## src/rtl/raptor64_div_arb.sv

```systemverilog
// rtl/raptor64_div_arb.sv - two-port round-robin arbiter and sequencer for the shared 64-bit iterative divider
module raptor64_div_arb #(
  parameter int WID = 64,
  parameter int TMO = 100,
  parameter int TW  = 8
) (
  input  logic           clk,
  input  logic           rst_n,
  // port 0: integer pipeline
  input  logic           req0,
  output logic           ack0,
  input  logic           sgn0,
  input  logic           isDivi0,
  input  logic [WID-1:0] a0,
  input  logic [WID-1:0] b0,
  input  logic [WID-1:0] imm0,
  // port 1: secondary / microcode issue
  input  logic           req1,
  output logic           ack1,
  input  logic           sgn1,
  input  logic           isDivi1,
  input  logic [WID-1:0] a1,
  input  logic [WID-1:0] b1,
  input  logic [WID-1:0] imm1,
  // shared response bus
  output logic           rsp_v,
  output logic           rsp_id,
  output logic [WID-1:0] rsp_q,
  output logic [WID-1:0] rsp_r,
  output logic           rsp_dz,
  output logic           rsp_to,
  input  logic           rsp_rdy,
  // divider interface
  output logic           div_rst,
  output logic           div_ld,
  output logic           div_sgn,
  output logic           div_isDivi,
  output logic [WID-1:0] div_a,
  output logic [WID-1:0] div_b,
  output logic [WID-1:0] div_imm,
  input  logic [WID-1:0] div_qo,
  input  logic [WID-1:0] div_ro,
  input  logic           div_dz,
  input  logic           div_done
);

  typedef enum logic [1:0] {
    IDLE  = 2'd0,
    ISSUE = 2'd1,
    WAIT  = 2'd2,
    RESP  = 2'd3
  } state_t;

  // Last watchdog count before giving up on div_done, and the saturation ceiling.
  localparam logic [TW-1:0] CNT_LAST = TW'(TMO - 1);
  localparam logic [TW-1:0] CNT_MAX  = {TW{1'b1}};

  state_t        state;
  state_t        state_nxt;
  logic          rst_hold;   // keeps div_rst high for the first clock after reset release
  logic          ptr;        // port favoured when both request together
  logic          gid;        // owner of the operation in flight
  logic [TW-1:0] cnt;        // watchdog, cycles spent in WAIT
  logic          grant0;
  logic          grant1;
  logic          take_done;
  logic          take_to;

  // Stretch reset by one clock so the divider always sees a synchronous reset edge.
  always_ff @(posedge clk or negedge rst_n) begin
    if (!rst_n) rst_hold <= 1'b1;
    else        rst_hold <= 1'b0;
  end

  // Sequencer state register.
  always_ff @(posedge clk or negedge rst_n) begin
    if (!rst_n) state <= IDLE;
    else        state <= state_nxt;
  end

  // Next-state decode plus all strobes: grants, load, watchdog reset, response valid.
  always_comb begin
    state_nxt = state;
    grant0    = 1'b0;
    grant1    = 1'b0;
    take_done = 1'b0;
    take_to   = 1'b0;
    ack0      = 1'b0;
    ack1      = 1'b0;
    div_ld    = 1'b0;
    div_rst   = rst_hold;
    rsp_v     = 1'b0;
    case (state)
      IDLE: begin
        // No grant while the divider is still coming out of reset.
        if (!rst_hold) begin
          if (req0 && (!req1 || !ptr)) grant0 = 1'b1;
          else if (req1)               grant1 = 1'b1;
          ack0 = grant0;
          ack1 = grant1;
          if (grant0 || grant1) state_nxt = ISSUE;
        end
      end
      ISSUE: begin
        // A stale done from a previous op is ignored here by construction.
        div_ld    = 1'b1;
        state_nxt = WAIT;
      end
      WAIT: begin
        if (div_done) begin
          take_done = 1'b1;
          state_nxt = RESP;
        end else if (cnt == CNT_LAST) begin
          take_to   = 1'b1;
          div_rst   = 1'b1;
          state_nxt = RESP;
        end
      end
      RESP: begin
        rsp_v = 1'b1;
        if (rsp_rdy) state_nxt = IDLE;
      end
      default: state_nxt = IDLE;
    endcase
  end

  // Latch the granted port's operands; they feed the divider until the next grant.
  always_ff @(posedge clk or negedge rst_n) begin
    if (!rst_n) begin
      ptr        <= 1'b0;
      gid        <= 1'b0;
      div_sgn    <= 1'b0;
      div_isDivi <= 1'b0;
      div_a      <= '0;
      div_b      <= '0;
      div_imm    <= '0;
    end else if (grant0) begin
      ptr        <= 1'b1;
      gid        <= 1'b0;
      div_sgn    <= sgn0;
      div_isDivi <= isDivi0;
      div_a      <= a0;
      div_b      <= b0;
      div_imm    <= imm0;
    end else if (grant1) begin
      ptr        <= 1'b0;
      gid        <= 1'b1;
      div_sgn    <= sgn1;
      div_isDivi <= isDivi1;
      div_a      <= a1;
      div_b      <= b1;
      div_imm    <= imm1;
    end
  end

  // Watchdog: cleared on load, counts while waiting, saturates instead of wrapping.
  always_ff @(posedge clk or negedge rst_n) begin
    if (!rst_n)                               cnt <= '0;
    else if (state == ISSUE)                  cnt <= '0;
    else if (state == WAIT && cnt != CNT_MAX) cnt <= cnt + TW'(1);
  end

  // Response registers: divider results on done, zeroed with error flag on timeout.
  always_ff @(posedge clk or negedge rst_n) begin
    if (!rst_n) begin
      rsp_q  <= '0;
      rsp_r  <= '0;
      rsp_dz <= 1'b0;
      rsp_to <= 1'b0;
    end else if (take_done) begin
      rsp_q  <= div_qo;
      rsp_r  <= div_ro;
      rsp_dz <= div_dz;
      rsp_to <= 1'b0;
    end else if (take_to) begin
      rsp_q  <= '0;
      rsp_r  <= '0;
      rsp_dz <= 1'b0;
      rsp_to <= 1'b1;
    end
  end

  assign rsp_id = gid;

endmodule

```

## config.mk

```make
export PLATFORM = sky130hd
export DESIGN_NAME = raptor64_div_arb
export DESIGN_NICKNAME = d
export VERILOG_FILES = /design/src/rtl/raptor64_div_arb.sv
export SDC_FILE = /design/constraint.sdc
export NUM_CORES = 1
export LEC_CHECK = 0
export ABC_AREA = 1
export ABC_CLOCK_PERIOD_IN_PS = 4900
export CAP_MARGIN = 0
export CORE_AREA = 2 2 331 333
export CTS_BUF_LIST = sky130_fd_sc_hd__clkbuf_16
export DETAILED_ROUTE_END_ITERATION = 10
export DIE_AREA = 0 0 333 335
export GPL_ROUTABILITY_DRIVEN = 0
export HOLD_SLACK_MARGIN = 0.05
export SYNTH_ARGS = -nofsm -noshare
export SYNTH_HDL_FRONTEND = slang
export SYNTH_SLANG_ARGS = --single-unit
```

## constraint.sdc

```tcl
create_clock -name clk -period 4.9 [get_ports clk]
set_input_delay 0.49 -clock clk [delete_from_list [all_inputs] [get_ports clk]]
set_output_delay 0.49 -clock clk [all_outputs]
set_load 0.005 [all_outputs]
```

==> flow_summary.yaml, run 1 <==
global_routing:
  grt_overflow: 0
  grt.busiest_layer: "met2"
  grtUsageMet2_pct: 23.97
  grt_pass1_wl_um: 113600
  grt_usage_pct: 13.77
  antenna_found_initial: 13
  grt_max_degree: 195
  use_met3_pct: 4.742
  first_global_vias: 15850
  globalRouteMet1Util_pct: 16.00
sta:
  fin_crit_sh_pct: 61.88
  tightest_slew_ns: 1.023
  hold_viol_final: 0
  setup_tns_ns: 0
  rsz0062_at_grt: "no"
  skew_ns: 0.01210
  report.final.setup_viol: 0
  whs_ns: 0.4376
  max_freq_ghz: 0.3298
  period_needed_ns: 3.032
  max_slew_margin_pct: 31.83
  drv_slew: 0
detailed_routing:
  vias: 15450
  totalWireLength_um: 80290
  dr.pass1.iters: 5
  via_per_inst: 3.885
  drcViolationCount: 0
  postRouteAntennaNets: 0
  drt_first_iter_violations: 795
  wl_per_cell_um: 20.19
logic_synthesis:
  synth_cells: 1738
  syn_nets: 2267
  synth_enable_flop_cells: 0
  ys_seq_area_share_pct: 55.73
  async_reset_ff_share_pct: 100.0
  synthDistinctLibCells: 28
  ys_seq_elements: 337
  ys_warn_count: 0
  ys.flop_type: "dfrtp_1"
  avgSynthCellArea_um2: 8.708
  syn_area_um2: 15130
pwr:
  power_frac_comb_pct: 43.1
  peakVddDrop_mv: 0.2815
  p_seq_share_pct: 34.0
  swShare_pct: 35.44
  power_leakage_nw: 11.30
  p_int_w: 0.009389
  powerDensity_nw_per_um2: 550.8
  switchingPower_w: 0.005155
  p_clk_share_pct: 22.9
final_layout:
  final_area_um2: 26410
  syn_to_final_growth_pct: 74.49
  final_cell_mix: "clkdlybuf4s50_1, nand2_1, dfrtp_1, o21ai_1, nor2_1"
  final_nets: 3055
  final_layout_size_suffix_gt1_share_pct: 6.604
  mostFrequentLayoutCell: "clkdlybuf4s50_1"
floorplan:
  die_w_um: 333
  coreArea_um2: 108100
  io_pins: 853
  die_y_um: 335
  num_rows: 121
  initial_core_util_pct: 14.00
  dieArea_um2: 111600
place:
  placed_cell_area_um2: 24950
  dp_hpwl_um: 59140
  port_buffers: 852
cts:
  numCtsBuffers: 45
  cts_tree: "done"
  clk_pin_slew_ns: 0.06
  cts_buffer_depth: 3
  htreeDepth: 2
  ctsResizeCount: 0
  insertion_delay_ns: 0.59
  cts-root-buf: "clkbuf_16"
  cts.sink_count: 337
critical_path:
  crit_path_end_kind: "primary output"
  crit_required_ns: 4.41
  startpoint_type: "flop"
  critPathKind: "flop to primary output"
  cp.arrival_ns: 2.54
  cp_max_fo: 4
worst_hold_path:
  worstHoldPathType: "input pin to flop"
status:
  run_status: "completed"
job:
  cap_violations: 0
==> worst paths after layout <==
check,cells past startpoint,slack [ns],from,to
min in group asynchronous,2,0.49,rst_n,rsp_r[43]
max reg2reg,8,2.45,state[0],div_a[40]
max in group asynchronous,3,3.10,rst_n,div_a[37]
max,7,1.87,state[0],ack1
min reg2reg,2,0.47,rsp_id,rsp_id
min,3,0.44,div_ro[18],rsp_r[18]
==> repair_timing <==
action                    in CTS  in global routing
hold buffers                   1                  0
hold endpoints to repair      71                  0
setup buffers                  0                  0
==> flip-flops by register name (all words and copies together) (netlist names) <==
signal and cells:
cnt 8, div_a 64, div_b 64, div_imm 64, div_isDivi 1, div_sgn 1
ptr 1, rsp_dz 1, rsp_id 1, rsp_q 64, rsp_r 64, rsp_to 1
rst_hold 1, state 2
==> final cells by class <==
class / count / area (um2)
well taps: 1414 / 1769
diodes: 3 / 7.507
multi-input cells: 1256 / 5913
clock buffers: 46 / 1151
clock inverters: 34 / 287.8
repair buffers: 867 / 8761
inverters: 19 / 83.83
fillers: 11720 / 81690
flip-flops and latches: 337 / 8434
==> routing by layer <==
metal	wire length, um	part of all wire, %
met1	31810	40
met2	40020	50
met3	6349	7.9
met5	92	0.11
met4	2019	2.5
==> stage by stage <==
| stage | utilization, % | total power, W | setup slack (ns) | instances |
|---|---|---|---|---|
| CTS | 24.42 | 0.01489 | 1.616 | 3973 |
| finish | 24.43 | 0.01454 | 1.868 | 3976 |
| floorplan | - | 0.006964 | 3.119 | 1738 |
| detailed placement | 23.08 | 0.01138 | 2.002 | 3892 |
| global route | 24.43 | 0.01552 | 1.529 | 3976 |
| global placement | 23.08 | 0.01133 | 1.938 | 3892 |
==> power groups by stage <==
stage | Clock, W | Combinational, W | Sequential (W)
2_1_floorplan | 0 | 0.00203 | 0.00494
3_3_place_gp | 0 | 0.00640 | 0.00493
3_5_place_dp | 0 | 0.00644 | 0.00495
4_1_cts | 0.00347 | 0.00647 | 0.00495
5_1_grt | 0.00357 | 0.00684 | 0.00510
6_report | 0.00333 | 0.00628 | 0.00494
==> synth_stat cells, types with 3 or more instances <==
cell	number	area share (%)
buf_1	3	0.074
buf_2	71	2.3
buf_4	23	1.1
buf_6	11	0.82
clkbuf_1	18	0.45
dfrtp_1	336	56
ha_1	6	0.50
inv_1	16	0.40
nand2_1	494	12
nand3_1	58	1.9
nand3_2	82	5.4
nor2_1	208	5.2
o21ai_0	180	6.0
o21ai_1	214	7.1
==> worst max-delay path, cell delays in order, from the launching register on <==
cell and delay, ns:
dfrtp_1 0.41, inv_1 0.12, ha_1 0.20, nand2_2 0.15, inv_1 0.08, nand3_1 0.27, inv_1 0.17, clkdlybuf4s50_1 0.55
==> kinds of logic (layout without fill, tap and decap cells) <==
| family | Yosys count | count (layout) | synth area share (%) |
|---|---|---|---|
| AND/OR/NAND/NOR | 852 | 852 | 25.30 |
| AO/OA/AOI/OAI | 396 | 396 | 13.10 |
| flip-flops | 337 | 337 | 55.73 |
| buffers and inverters | 145 | 966 | 5.299 |
| adder cells (fa/ha/maj) | 6 | 6 | 0.4960 |
| other | 1 | 4 | 0.02478 |
| XOR/XNOR | 1 | 1 | 0.05788 |
(Power assumes the default switching activity.)
==> run 2, diff against run 1 <==
--- a/config.mk
+++ b/config.mk
@@ -6,12 +6,12 @@
 export NUM_CORES = 1
 export LEC_CHECK = 0
 export ABC_AREA = 1
-export ABC_CLOCK_PERIOD_IN_PS = 4900
+export ABC_CLOCK_PERIOD_IN_PS = 3200
 export CAP_MARGIN = 0
-export CORE_AREA = 2 2 331 333
+export CORE_AREA = 2 2 329 331
 export CTS_BUF_LIST = sky130_fd_sc_hd__clkbuf_16
 export DETAILED_ROUTE_END_ITERATION = 10
-export DIE_AREA = 0 0 333 335
+export DIE_AREA = 0 0 331 333
 export GPL_ROUTABILITY_DRIVEN = 0
 export HOLD_SLACK_MARGIN = 0.05
 export SYNTH_ARGS = -nofsm -noshare
==> constraint.sdc (replaced) <==
create_clock -name clk -period 3.2 [get_ports clk]
set_input_delay 0.32 -clock clk [delete_from_list [all_inputs] [get_ports clk]]
set_output_delay 0.32 -clock clk [all_outputs]
set_load 0.005 [all_outputs]
==> run 2 against run 1 <==
Wire length is 1.8% lower. Register-to-register slack got worse by 1.5 ns. Worst setup slack got worse by 1.6 ns. Via count is 0.78% higher. Cell count up 0.58%. Cell area grew 1.1%. Sequential power is 53% higher. Critical path type unchanged.
==> flow_summary.yaml, run 2 (same netlist as run 1, synthesis figures left out) <==
critical_path:
  cp_max_fo: 4
  r2r-start: "state[0]"
  max_stage_delay_ns: 0.70
  cp.arrival_ns: 2.65
  crit_required_ns: 2.88
  critPathKind: "flop to primary output"
  timing.rr.end: "div_a[18]"
  cp_slowest_cell: "clkdlybuf4s50_1"
  worst_path_most_repeated_cell: "inv_1"
  r2r_slack_ns: 0.92
  crit_path_end_kind: "primary output"
  path_cells: "inv_1 -> ha_1 -> nand2_2 -> inv_1 -> nand3_1 -> inv_1 -> clkdlybuf4s50_1"
  startpoint_type: "flop"
  r2r_cells: 8
status:
  run_status: "completed"
sta:
  rsz0062_at_grt: "no"
  setup_tns_ns: 0
  whs_ns: 0.2661
  drv_slew: 0
  fin_crit_sh_pct: 92.82
  tightest_slew_ns: 0.8719
  hold_viol_final: 0
  report.final.setup_viol: 0
  period_needed_ns: 2.970
  skew_ns: 0.01601
  max_freq_ghz: 0.3367
  max_slew_margin_pct: 41.88
cts:
  cts_tree: "done"
  ctsResizeCount: 0
  cts_buffer_depth: 3
  cts.sink_count: 337
  clk_pin_slew_ns: 0.06
  htreeDepth: 2
  insertion_delay_ns: 0.60
  cts-root-buf: "clkbuf_16"
  numCtsBuffers: 45
final_layout:
  syn_to_final_growth_pct: 76.45
  final_nets: 3088
  mostFrequentLayoutCell: "clkdlybuf4s50_1"
  final_util_pct: 25.05
  final_cell_mix: "clkdlybuf4s50_1, nand2_1, dfrtp_1, o21ai_1, nor2_1"
  final_layout_size_suffix_gt1_share_pct: 7.749
worst_hold_path:
  min-delay-start: "div_qo[16]"
  hold_path_end: "rsp_q[16]"
  min_path_cells: 3
  worstHoldPathType: "input pin to flop"
detailed_routing:
  drcViolationCount: 0
  drt_first_iter_violations: 926
  wl_per_cell_um: 19.72
  via_per_inst: 3.893
  postRouteAntennaNets: 0
  totalWireLength_um: 78860
  dr.pass1.iters: 5
  vias: 15570
floorplan:
  dieArea_um2: 110200
  coreArea_um2: 106600
  initial_core_util_pct: 14.20
  io_pins: 853
  die_w_um: 331
  die_y_um: 333
  num_rows: 120
pwr:
  peakVddDrop_mv: 0.3919
  powerDensity_nw_per_um2: 828.7
  power_leakage_nw: 11.46
global_routing:
  first_global_vias: 15790
  antenna_found_initial: 11
  grt_usage_pct: 13.66
  grt_pass1_wl_um: 110800
  grt_max_degree: 131
  grt_overflow: 0
job:
  cap_violations: 0
place:
  dp_hpwl_um: 59540
  port_buffers: 852
## run 2: cell type report
class / count / area, um2
fill: 11570 / 79900
timing repair buffer: 900 / 9096
sequential: 337 / 8434
multi-input combinational: 1256 / 5913
tap: 1403 / 1755
clock buffer: 47 / 1176
clock inverter: 35 / 241.5
inverter: 19 / 83.83
antenna: 2 / 5.005
## run 2: report_power, final
group	total [W]	internal, W	switching [W]
logic	0.00958	0.00523	0.00435
clock network	0.00497	0.00288	0.00209
registers	0.00758	0.00626	0.00132
total	0.0221	0.0144	0.00776
## run 2: repair_timing
action                                  CTS  global route
endpoints found under the setup margin    0             1
hold endpoints to repair                 67             0
setup buffers                             0             3
hold buffers                              1             0
## run 2: worst max-delay path by stage
stage          startpoint      end  slack, ns
2_1_floorplan    state[0]  div_rst       1.59
3_3_place_gp         req1     ack1       0.65
3_5_place_dp         req1     ack1       0.68
4_1_cts          state[0]  div_rst       0.05
5_1_grt          state[1]     ack1       0.05
6_report         state[0]     ack1       0.23
## run 2: through the flow
| step | worst slack [ns] | instances | power, W | area, um2 |
|---|---|---|---|---|
| floorplan | 1.589 | 1738 | 0.01066 | 15130 |
| global placement | 0.6458 | 3911 | 0.01733 | 25250 |
| detailed placement | 0.6826 | 3911 | 0.01740 | 25250 |
| CTS | 0.04691 | 3994 | 0.02265 | 26680 |
| global route | 0.05436 | 3999 | 0.02370 | 26710 |
| finish | 0.2296 | 3999 | 0.02213 | 26710 |
## run 2: per-layer routing
metal / global-route usage [%] / part of all wire [%]
met1: 15.25 / 38
met2: 24.39 / 51
met5: 0 / 0.13
met3: 4.759 / 8.7
met4: 3.623 / 2.4
## run 2: critical path: cells and delay by family (launching register included)
family / cells / cell delay [ns]
simple gates: 2 / 0.36
fa+ha+maj: 1 / 0.21
buf+inv: 4 / 1.07
flops: 1 / 0.41
